## src/rtl/mips_io_bus_if.sv

```systemverilog
// -----------------------------------------------------------------------------
// mips_io_bus_if
// CPU-side memory bus between mipscpu and mips_io_bus.
//   adr        CPU address
//   writedata  CPU write data
//   memwrite   CPU write strobe
//   memdata    read data returned to the CPU (1-cycle latency)
// master: the CPU (or a bench driving it); slave: mips_io_bus.
// -----------------------------------------------------------------------------
interface mips_io_bus_if #(
    parameter int DATA_W = 8,
    parameter int ADDR_W = 8
);
    logic [ADDR_W-1:0] adr;
    logic [DATA_W-1:0] writedata;
    logic              memwrite;
    logic [DATA_W-1:0] memdata;

    modport master (
        output adr,
        output writedata,
        output memwrite,
        input  memdata
    );

    modport slave (
        input  adr,
        input  writedata,
        input  memwrite,
        output memdata
    );
endinterface

```

## src/rtl/mips_io_bus.sv

```systemverilog
// -----------------------------------------------------------------------------
// mips_io_bus
// Memory/IO bus between mipscpu and exmem. Addresses IO_BASE..IO_BASE+3 form an
// IO window (LED register, debounced switches, switch rising-edge capture,
// free-running timer); everything below goes straight to exmem.
//   clk, rst   system clock, synchronous active-high reset
//   cpu        CPU bus (adr, writedata, memwrite in; memdata out)
//   mem_addr   exmem address      (= adr)
//   mem_data   exmem write data   (= writedata)
//   mem_wen    exmem write enable (memwrite outside the IO window)
//   mem_q      exmem read data, valid 1 cycle after mem_addr
//   switches   raw board switches, asynchronous to clk
//   leds       LED register
// IO map (offset from IO_BASE):
//   0 RW leds | 1 RO debounced switches | 2 W1C rising-edge capture | 3 timer (write clears)
// -----------------------------------------------------------------------------
module mips_io_bus #(
    parameter int DATA_W    = 8,
    parameter int ADDR_W    = 8,
    parameter int IO_BASE   = 2**ADDR_W - 4,
    parameter int DB_CYCLES = 1000,
    parameter int TIMER_DIV = 1000
) (
    input  logic                clk,
    input  logic                rst,
    mips_io_bus_if.slave        cpu,
    output logic [ADDR_W-1:0]   mem_addr,
    output logic [DATA_W-1:0]   mem_data,
    output logic                mem_wen,
    input  logic [DATA_W-1:0]   mem_q,
    input  logic [DATA_W-1:0]   switches,
    output logic [DATA_W-1:0]   leds
);

    localparam logic [ADDR_W-1:0] IO_BASE_A = ADDR_W'(IO_BASE);
    localparam int                DB_W      = $clog2(DB_CYCLES);
    localparam logic [DB_W-1:0]   DB_LAST   = DB_W'(DB_CYCLES - 1);
    localparam int                PRE_W     = (TIMER_DIV > 1) ? $clog2(TIMER_DIV) : 1;
    localparam logic [PRE_W-1:0]  PRE_LAST  = PRE_W'(TIMER_DIV - 1);

    logic              io_hit;
    logic [1:0]        off;
    logic              wr_io;
    logic              db_update;
    logic [DATA_W-1:0] edge_clr;
    logic [DATA_W-1:0] io_rd;

    logic [DATA_W-1:0] leds_q,   leds_d;
    logic [DATA_W-1:0] sw_s1_q,  sw_s1_d;
    logic [DATA_W-1:0] sw_s2_q,  sw_s2_d;
    logic [DATA_W-1:0] sw_deb_q, sw_deb_d;
    logic [DB_W-1:0]   db_cnt_q, db_cnt_d;
    logic [DATA_W-1:0] edge_q,   edge_d;
    logic [PRE_W-1:0]  pre_q,    pre_d;
    logic [DATA_W-1:0] timer_q,  timer_d;
    logic              sel_q,    sel_d;
    logic [DATA_W-1:0] io_q,     io_d;

    // Only the low two bits of (adr - IO_BASE) are needed, and those depend
    // only on the low two bits of each operand.
    assign io_hit = (cpu.adr >= IO_BASE_A);
    assign off    = cpu.adr[1:0] - IO_BASE_A[1:0];
    assign wr_io  = cpu.memwrite & io_hit;

    assign mem_addr    = cpu.adr;
    assign mem_data    = cpu.writedata;
    assign mem_wen     = cpu.memwrite & ~io_hit;
    assign cpu.memdata = sel_q ? io_q : mem_q;
    assign leds        = leds_q;

    always_comb begin
        leds_d    = leds_q;
        sw_s1_d   = switches;
        sw_s2_d   = sw_s1_q;
        sw_deb_d  = sw_deb_q;
        db_cnt_d  = '0;
        db_update = 1'b0;
        edge_clr  = '0;
        pre_d     = pre_q;
        timer_d   = timer_q;
        io_rd     = '0;

        if (wr_io && off == 2'd0) begin
            leds_d = cpu.writedata;
        end

        // Whole-vector debounce: any return to the accepted value restarts the count.
        if (sw_s2_q != sw_deb_q) begin
            if (db_cnt_q == DB_LAST) begin
                db_update = 1'b1;
                sw_deb_d  = sw_s2_q;
            end else begin
                db_cnt_d = db_cnt_q + 1'b1;
            end
        end

        // Clear is applied first so a rising edge accepted in the same cycle survives.
        if (wr_io && off == 2'd2) begin
            edge_clr = cpu.writedata;
        end
        edge_d = edge_q & ~edge_clr;
        if (db_update) begin
            edge_d = edge_d | (sw_s2_q & ~sw_deb_q);
        end

        if (wr_io && off == 2'd3) begin
            pre_d   = '0;
            timer_d = '0;
        end else if (pre_q == PRE_LAST) begin
            pre_d   = '0;
            timer_d = timer_q + 1'b1;
        end else begin
            pre_d   = pre_q + 1'b1;
        end

        case (off)
            2'd0:    io_rd = leds_q;
            2'd1:    io_rd = sw_deb_q;
            2'd2:    io_rd = edge_q;
            default: io_rd = timer_q;
        endcase

        // io_q takes the pre-write register value on a same-cycle write/read.
        sel_d = io_hit;
        io_d  = io_rd;
    end

    always_ff @(posedge clk) begin
        if (rst) begin
            leds_q   <= '0;
            sw_s1_q  <= '0;
            sw_s2_q  <= '0;
            sw_deb_q <= '0;
            db_cnt_q <= '0;
            edge_q   <= '0;
            pre_q    <= '0;
            timer_q  <= '0;
            sel_q    <= 1'b0;
            io_q     <= '0;
        end else begin
            leds_q   <= leds_d;
            sw_s1_q  <= sw_s1_d;
            sw_s2_q  <= sw_s2_d;
            sw_deb_q <= sw_deb_d;
            db_cnt_q <= db_cnt_d;
            edge_q   <= edge_d;
            pre_q    <= pre_d;
            timer_q  <= timer_d;
            sel_q    <= sel_d;
            io_q     <= io_d;
        end
    end

endmodule

```

## src/flat_wrapper.sv

```systemverilog
// flat-port wrapper written by rule: the top's interface ports become plain ports
module mips_io_bus_flat 
#(
    parameter int DATA_W    = 8,
    parameter int ADDR_W    = 8,
    parameter int IO_BASE   = 2**ADDR_W - 4,
    parameter int DB_CYCLES = 1000,
    parameter int TIMER_DIV = 1000
)
  (clk, rst, mem_addr, mem_data, mem_wen, mem_q, switches, leds, cpu_adr, cpu_writedata, cpu_memwrite, cpu_memdata);
  mips_io_bus_if #(.DATA_W(DATA_W), .ADDR_W(ADDR_W)) cpu_i ();
  input  logic clk;
  input  logic rst;
  output logic [ADDR_W-1:0] mem_addr;
  output logic [DATA_W-1:0] mem_data;
  output logic mem_wen;
  input  logic [DATA_W-1:0] mem_q;
  input  logic [DATA_W-1:0] switches;
  output logic [DATA_W-1:0] leds;
  input wire logic [$bits(cpu_i.adr)-1:0] cpu_adr;
  input wire logic [$bits(cpu_i.writedata)-1:0] cpu_writedata;
  input wire logic [$bits(cpu_i.memwrite)-1:0] cpu_memwrite;
  output wire logic [$bits(cpu_i.memdata)-1:0] cpu_memdata;
  assign cpu_i.adr = cpu_adr;
  assign cpu_i.writedata = cpu_writedata;
  assign cpu_i.memwrite = cpu_memwrite;
  assign cpu_memdata = cpu_i.memdata;
  mips_io_bus #(.DATA_W(DATA_W), .ADDR_W(ADDR_W), .IO_BASE(IO_BASE), .DB_CYCLES(DB_CYCLES), .TIMER_DIV(TIMER_DIV)) u_core (.clk(clk), .rst(rst), .cpu(cpu_i), .mem_addr(mem_addr), .mem_data(mem_data), .mem_wen(mem_wen), .mem_q(mem_q), .switches(switches), .leds(leds));
endmodule
```

## config.mk

```make
export PLATFORM = sky130hd
export DESIGN_NAME = mips_io_bus_flat
export DESIGN_NICKNAME = d
export VERILOG_FILES = /design/src/rtl/mips_io_bus_if.sv /design/src/rtl/mips_io_bus.sv /design/src/flat_wrapper.sv
export SDC_FILE = /design/constraint.sdc
export NUM_CORES = 1
export LEC_CHECK = 0
export CAP_MARGIN = 20
export CORE_MARGIN = 10
export CORE_UTILIZATION = 30
export DETAILED_ROUTE_END_ITERATION = 8
export GPL_TIMING_DRIVEN = 0
export SLEW_MARGIN = 20
export SYNTH_ARGS = -nofsm -noshare
export SYNTH_HDL_FRONTEND = slang
export SYNTH_SLANG_ARGS = --single-unit
export TNS_END_PERCENT = 30
```

## constraint.sdc

```tcl
create_clock -name clk -period 2.2 [get_ports clk]
set_input_delay 0.33 -clock clk [delete_from_list [all_inputs] [get_ports clk]]
set_output_delay 0.33 -clock clk [all_outputs]
set_load 0.005 [all_outputs]
```

== Word-level counts from Yosys, hierarchy flattened ==
Index checks and enable logic that the tools add are counted.
Widths: inputs -> output; s select.
Storage, ports and cells
  register bits after elaboration: 77
  input port bits: 35
  output and inout port bits: 33
  word-level logic and storage cells: 43
Cells by class
  order comparisons: 1
  bitwise gates (word level): 9
  equality and inequality tests: 6
  reductions and logical operators: 8
  mux-type cells: 6
  $add $sub $neg: 3
Operators by type and width (count)
  $mux 8: 3
  $pmux 8 s3: 1
  $add 10x1->10 const B: 2
  $eq 10x10->1 const B: 2
  $and 8x8->8: 2
  $not 8->8: 2
  $add 8x1->8 const B: 1
  $ge 8x8->1 const B: 1
  $ne 8x8->1: 1
  $or 8x8->8: 1
  $reduce_or 3->1: 2
  $eq 2x2->1 const B: 2
  $logic_and 1x1->1: 3
  $and 1x1->1: 2
  $eq 2x1->1 const B: 1
  $logic_not 2->1: 1
  $mux 1: 2
  $not 1->1: 2
  $reduce_and 2->1: 1
  $reduce_or 2->1: 1

== Logic depth before layout (Yosys ltp) ==
  word-level depth: 8
  gate-level depth with buffers: 7
  mapped depth without buffers: 6

== Least setup slack after synthesis ==
Ideal clock, no wire load.
  path type: register -> register
  start: register u_core.sw_deb_q[1]
  end: register u_core.edge_q[5]
  slack: 0.572 ns
  clock period less this slack: 1.628 ns
  setup time: 0.116 ns
  data arrival time: 1.512 ns
  path buffers: 1
  stages on the path, launching flop included: 8
  data required time: 2.084 ns
  cells stage by stage: dfxtp_1 -> inv_1 -> ha_1 -> nand4_1 -> nor2_1 -> nor2_8 -> buf_12 -> a31o_1
Between the ends
  cells in the longest elaborated chain, start to end: 3
Ends and longest elaborated chain
  start: declaration: RTL line mips_io_bus.sv:51  | logic [DATA_W-1:0] sw_deb_q, sw_deb_d;
  start signal: assignment: RTL line mips_io_bus.sv:144  | sw_deb_q <= sw_deb_d;
  $ne 8x8->1: RTL line mips_io_bus.sv:88  | if (sw_s2_q != sw_deb_q) begin
  $mux 1: RTL line mips_io_bus.sv:88
  $mux 8: RTL line mips_io_bus.sv:102  | if (db_update) begin
  end signal: assignment: RTL line mips_io_bus.sv:146  | edge_q <= edge_d;
  end: declaration: RTL line mips_io_bus.sv:53  | logic [DATA_W-1:0] edge_q, edge_d;
No other way between the ends.
A chain may end at the register's enable or synchronous reset.

== Worst setup path in the final report ==
  start: input cpu_adr[6]
  end: output mem_wen
Between the ends
  cells in the longest elaborated chain, start to end: 3
Ends and longest elaborated chain
  start: declaration: RTL line flat_wrapper.sv:20  | input wire logic [$bits(cpu_i.adr)-1:0] cpu_adr;
  $ge 8x8->1: RTL line mips_io_bus.sv:61  | assign io_hit = (cpu.adr >= IO_BASE_A);
  $not 1->1: RTL line mips_io_bus.sv:67  | assign mem_wen = cpu.memwrite & ~io_hit;
  $and 1x1->1: RTL line mips_io_bus.sv:67
  end: declaration: RTL line flat_wrapper.sv:16  | output logic mem_wen;
No other way between the ends.

==> flow_metrics.tcl <==
set metrics [dict create \
    status "finished clean" \
    yosysWarnings 0 \
    synth-compound-area-share 0.0452 \
    dr.pass1.iters 4 \
    drt-initial-drc-count 101 \
    worstRegToRegCells 7 \
    io_buffers 67 \
    design.core.area_sq_um 11300 \
    gr-total-overflow 0 \
    critPathMaxFanout 4 \
    finalMaxSlewViolations 0 \
    wl_microns 7930 \
    max_cap_viol_count 0 \
    syn_area_sq_um 3430 \
    ys.flop_type "dfxtp_1" \
    cts_buffers 9 \
    period_share 0.928 \
    grt_antenna_before_repair 0 \
    yosys.area_share.simple 0.217 \
    period_needed_ns 2.04 \
    synth_top_cell_by_area "dfxtp_1" \
    ys_types 38 \
    grt_max_degree 16 \
    synthAdderAreaFrac 0.0401 \
    synthArstFlopShare 0 \
    area_growth_pct 33.1 \
    top_usage_layer "met2" \
    grt_usage 0.0984 \
    viasPerCell 4.55 \
    synth_xor_area_frac 0.0510 \
    clock_latency_ns 0.34 \
    grt_use_met1 0.124 \
    skew_ns 0.0110 \
    die_area_sq_um 16100 \
    p_leak_nw 1.62 \
    grt_use_met3 0.0314 \
    drc 0 \
    synth_top_family_by_area "simple AND/OR/NAND/NOR gates" \
    required_ns 1.87 \
    r2r_start "u_core.sw_deb_q[6]" \
    die_height_microns 127 \
    critPathArrivalTime_ns 1.71 \
    ant_nets 0 \
    syn_area_per_cell_sq_um 9.87 \
    nets 472 \
    path_clk_slew_ns 0.06 \
    die_width_microns 127 \
    ir_drop_uv 294 \
    hold_viol_final 0 \
    cts_tree "built" \
    start_kind "input port" \
    finalSetupViolCount 0 \
    fp-row-count 39 \
    clock_path_buffers 2 \
    synth_edf_count 0 \
    hold_start "u_core.sw_s1_q[1]" \
    fin_util 0.404 \
    ctsResizeCount 0 \
    initial_core_util 0.303 \
    vias 2611 \
    relSlewSlack 0.465 \
    num_io_pins 68 \
    endpoint "mem_wen" \
    power_density_nw_per_um2 672 \
    rr_endpoint "u_core.edge_q[6]" \
    post-cts-setup-buffers 0 \
    crit_type "input port to primary output" \
    synth_mux_area_frac 0.128 \
    drive_above_1_share 0.123 \
    endpoint_kind "primary output" \
    r2r_slack_ns 0.37 \
    rsz0062_at_grt "no" \
    finalPower_mw 3.07 \
    max_freq_mhz 490 \
    cts_sinks 77 \
    synth_area_leaders "dfxtp_1 (45%), mux4_2 (5.2%), mux2i_1 (5.0%)" \
    grt_pass1_vias 2544 \
    postSynthCellCount 348 \
    netlist.area_leader.share 0.449 \
    synth_nets 394 \
    ys_ff_latch 77 \
    htree_levels 3 \
    diodes 0 \
    worstMarginPinSlew_ns 0.800 \
    wl_per_cell_microns 13.8 \
    cts-root-buf "clkbuf_16" \
    ctsHoldBuffers 0 \
    synth_seq_area_share 0.449 \
    dp_hpwl_microns 6170 \
    hold_path_class "flop to flop" \
    gp_congestion 0.787 \
    critPathLaunch "cpu_adr[6]" \
    use_met2 0.151 \
    grt_first_pass_wirelength_microns 13000 \
]
[area by class of cell]
| type | count | area [sq um] |
|---|---|---|
| flip-flops and latches | 77 | 1540 |
| plain buffers | 29 | 190 |
| well taps | 143 | 179 |
| fillers | 1126 | 6750 |
| clock buffers | 9 | 225 |
| multi-input cells | 229 | 1650 |
| clock inverters | 7 | 58.8 |
| repair buffers | 68 | 678 |
| inverters | 12 | 45.0 |
[metrics by stage]
stage                     hold slack [ns]  cell area (sq um)  TNS (ns)  std cells  worst slack [ns]
after floorplan                     0.414               3430         0        348             0.572
after global placement              0.420               4280     -1.63        558            -0.211
after detailed placement            0.422               4280     -2.19        558            -0.212
after CTS                           0.436               4570         0        574            0.0114
after global routing                0.456               4570         0        574            0.0316
final                               0.435               4570         0        574             0.157
[cell families after synthesis]
family	count (synthesis)
buffers and inverters	42
AND/OR/NAND/NOR	141
flip-flops	77
XOR/XNOR	20
AO/OA/AOI/OAI	24
adder cells (fa/ha/maj)	11
multiplexers	33
[state kept, by name, indices dropped and copies added (netlist names)]
register / flops
u_core.io_q: 8
u_core.sw_s2_q: 8
u_core.db_cnt_q: 10
u_core.edge_q: 8
u_core.sw_deb_q: 8
u_core.sel_q: 1
u_core.leds: 8
u_core.pre_q: 10
u_core.timer_q: 8
u_core.sw_s1_q: 8
[cells in the mapped netlist (9+ instances only)]
cell / number
a21oi_1: 11
and2_1: 10
buf_4: 16
clkbuf_1: 9
dfxtp_1: 77
ha_1: 11
inv_1: 11
mux2i_1: 17
nand2_1: 32
nand3_1: 10
nand4_1: 11
nor2_1: 36
nor2b_1: 16
xnor2_1: 14
[worst min-delay path by stage]
stage                             end  slack, ns  cells after the start
floorplan           u_core.sw_s2_q[0]       0.41                      1
global placement    u_core.sw_s2_q[6]       0.42                      1
detailed placement  u_core.sw_s2_q[1]       0.42                      1
CTS                 u_core.sw_s2_q[1]       0.44                      1
global route        u_core.sw_s2_q[2]       0.46                      1
finish              u_core.sw_s2_q[1]       0.43                      1
[power breakdown]
part | internal (mW) | switching, mW | leakage [nW]
sequential | 1.42 | 0.0130 | 0.625
clock | 0.779 | 0.610 | 0.138
combinational | 0.152 | 0.103 | 0.856
total | 2.35 | 0.726 | 1.62
[layout by cell type, fill, tap and decap left out, drive strengths merged, types with 2 or more instances in the layout]
| cell type | synthesis | final |
|---|---|---|
| nand3 | 10 | 10 |
| mux2 | 8 | 8 |
| mux2i | 17 | 17 |
| xnor2 | 14 | 14 |
| nand2 | 33 | 33 |
| ha | 11 | 11 |
| nor2b | 16 | 16 |
| a21oi | 11 | 11 |
| or2 | 2 | 2 |
| nand4 | 11 | 11 |
| mux4 | 8 | 8 |
| clkinv | 0 | 4 |
| or3b | 2 | 2 |
| clkdlybuf4s50 | 0 | 67 |
| nor4 | 3 | 3 |
| inv | 12 | 14 |
| and2 | 10 | 10 |
| or3 | 3 | 3 |
| o21ai | 3 | 3 |
| a31o | 8 | 8 |
| nor3 | 9 | 9 |
| xor2 | 6 | 6 |
| clkbuf | 9 | 17 |
| buf | 21 | 22 |
| nor2 | 37 | 37 |
| dfxtp | 77 | 77 |
[critical path, cell delays in order]
cell and delay (ns):
clkdlybuf4s50_1 0.49, nand4_1 0.21, o21a_1 0.23, clkdlybuf4s50_1 0.46
[per-layer routing]
metal  share of wire  vias to the layer above  wire length (microns)
li1                -                     1327                      -
met1            0.47                     1187                   3730
met2            0.44                       88                   3530
met3           0.070                        9                    554
met4           0.014                        0                    114
met5               0                        -                      0
Power figures use the tool's default switching activity.
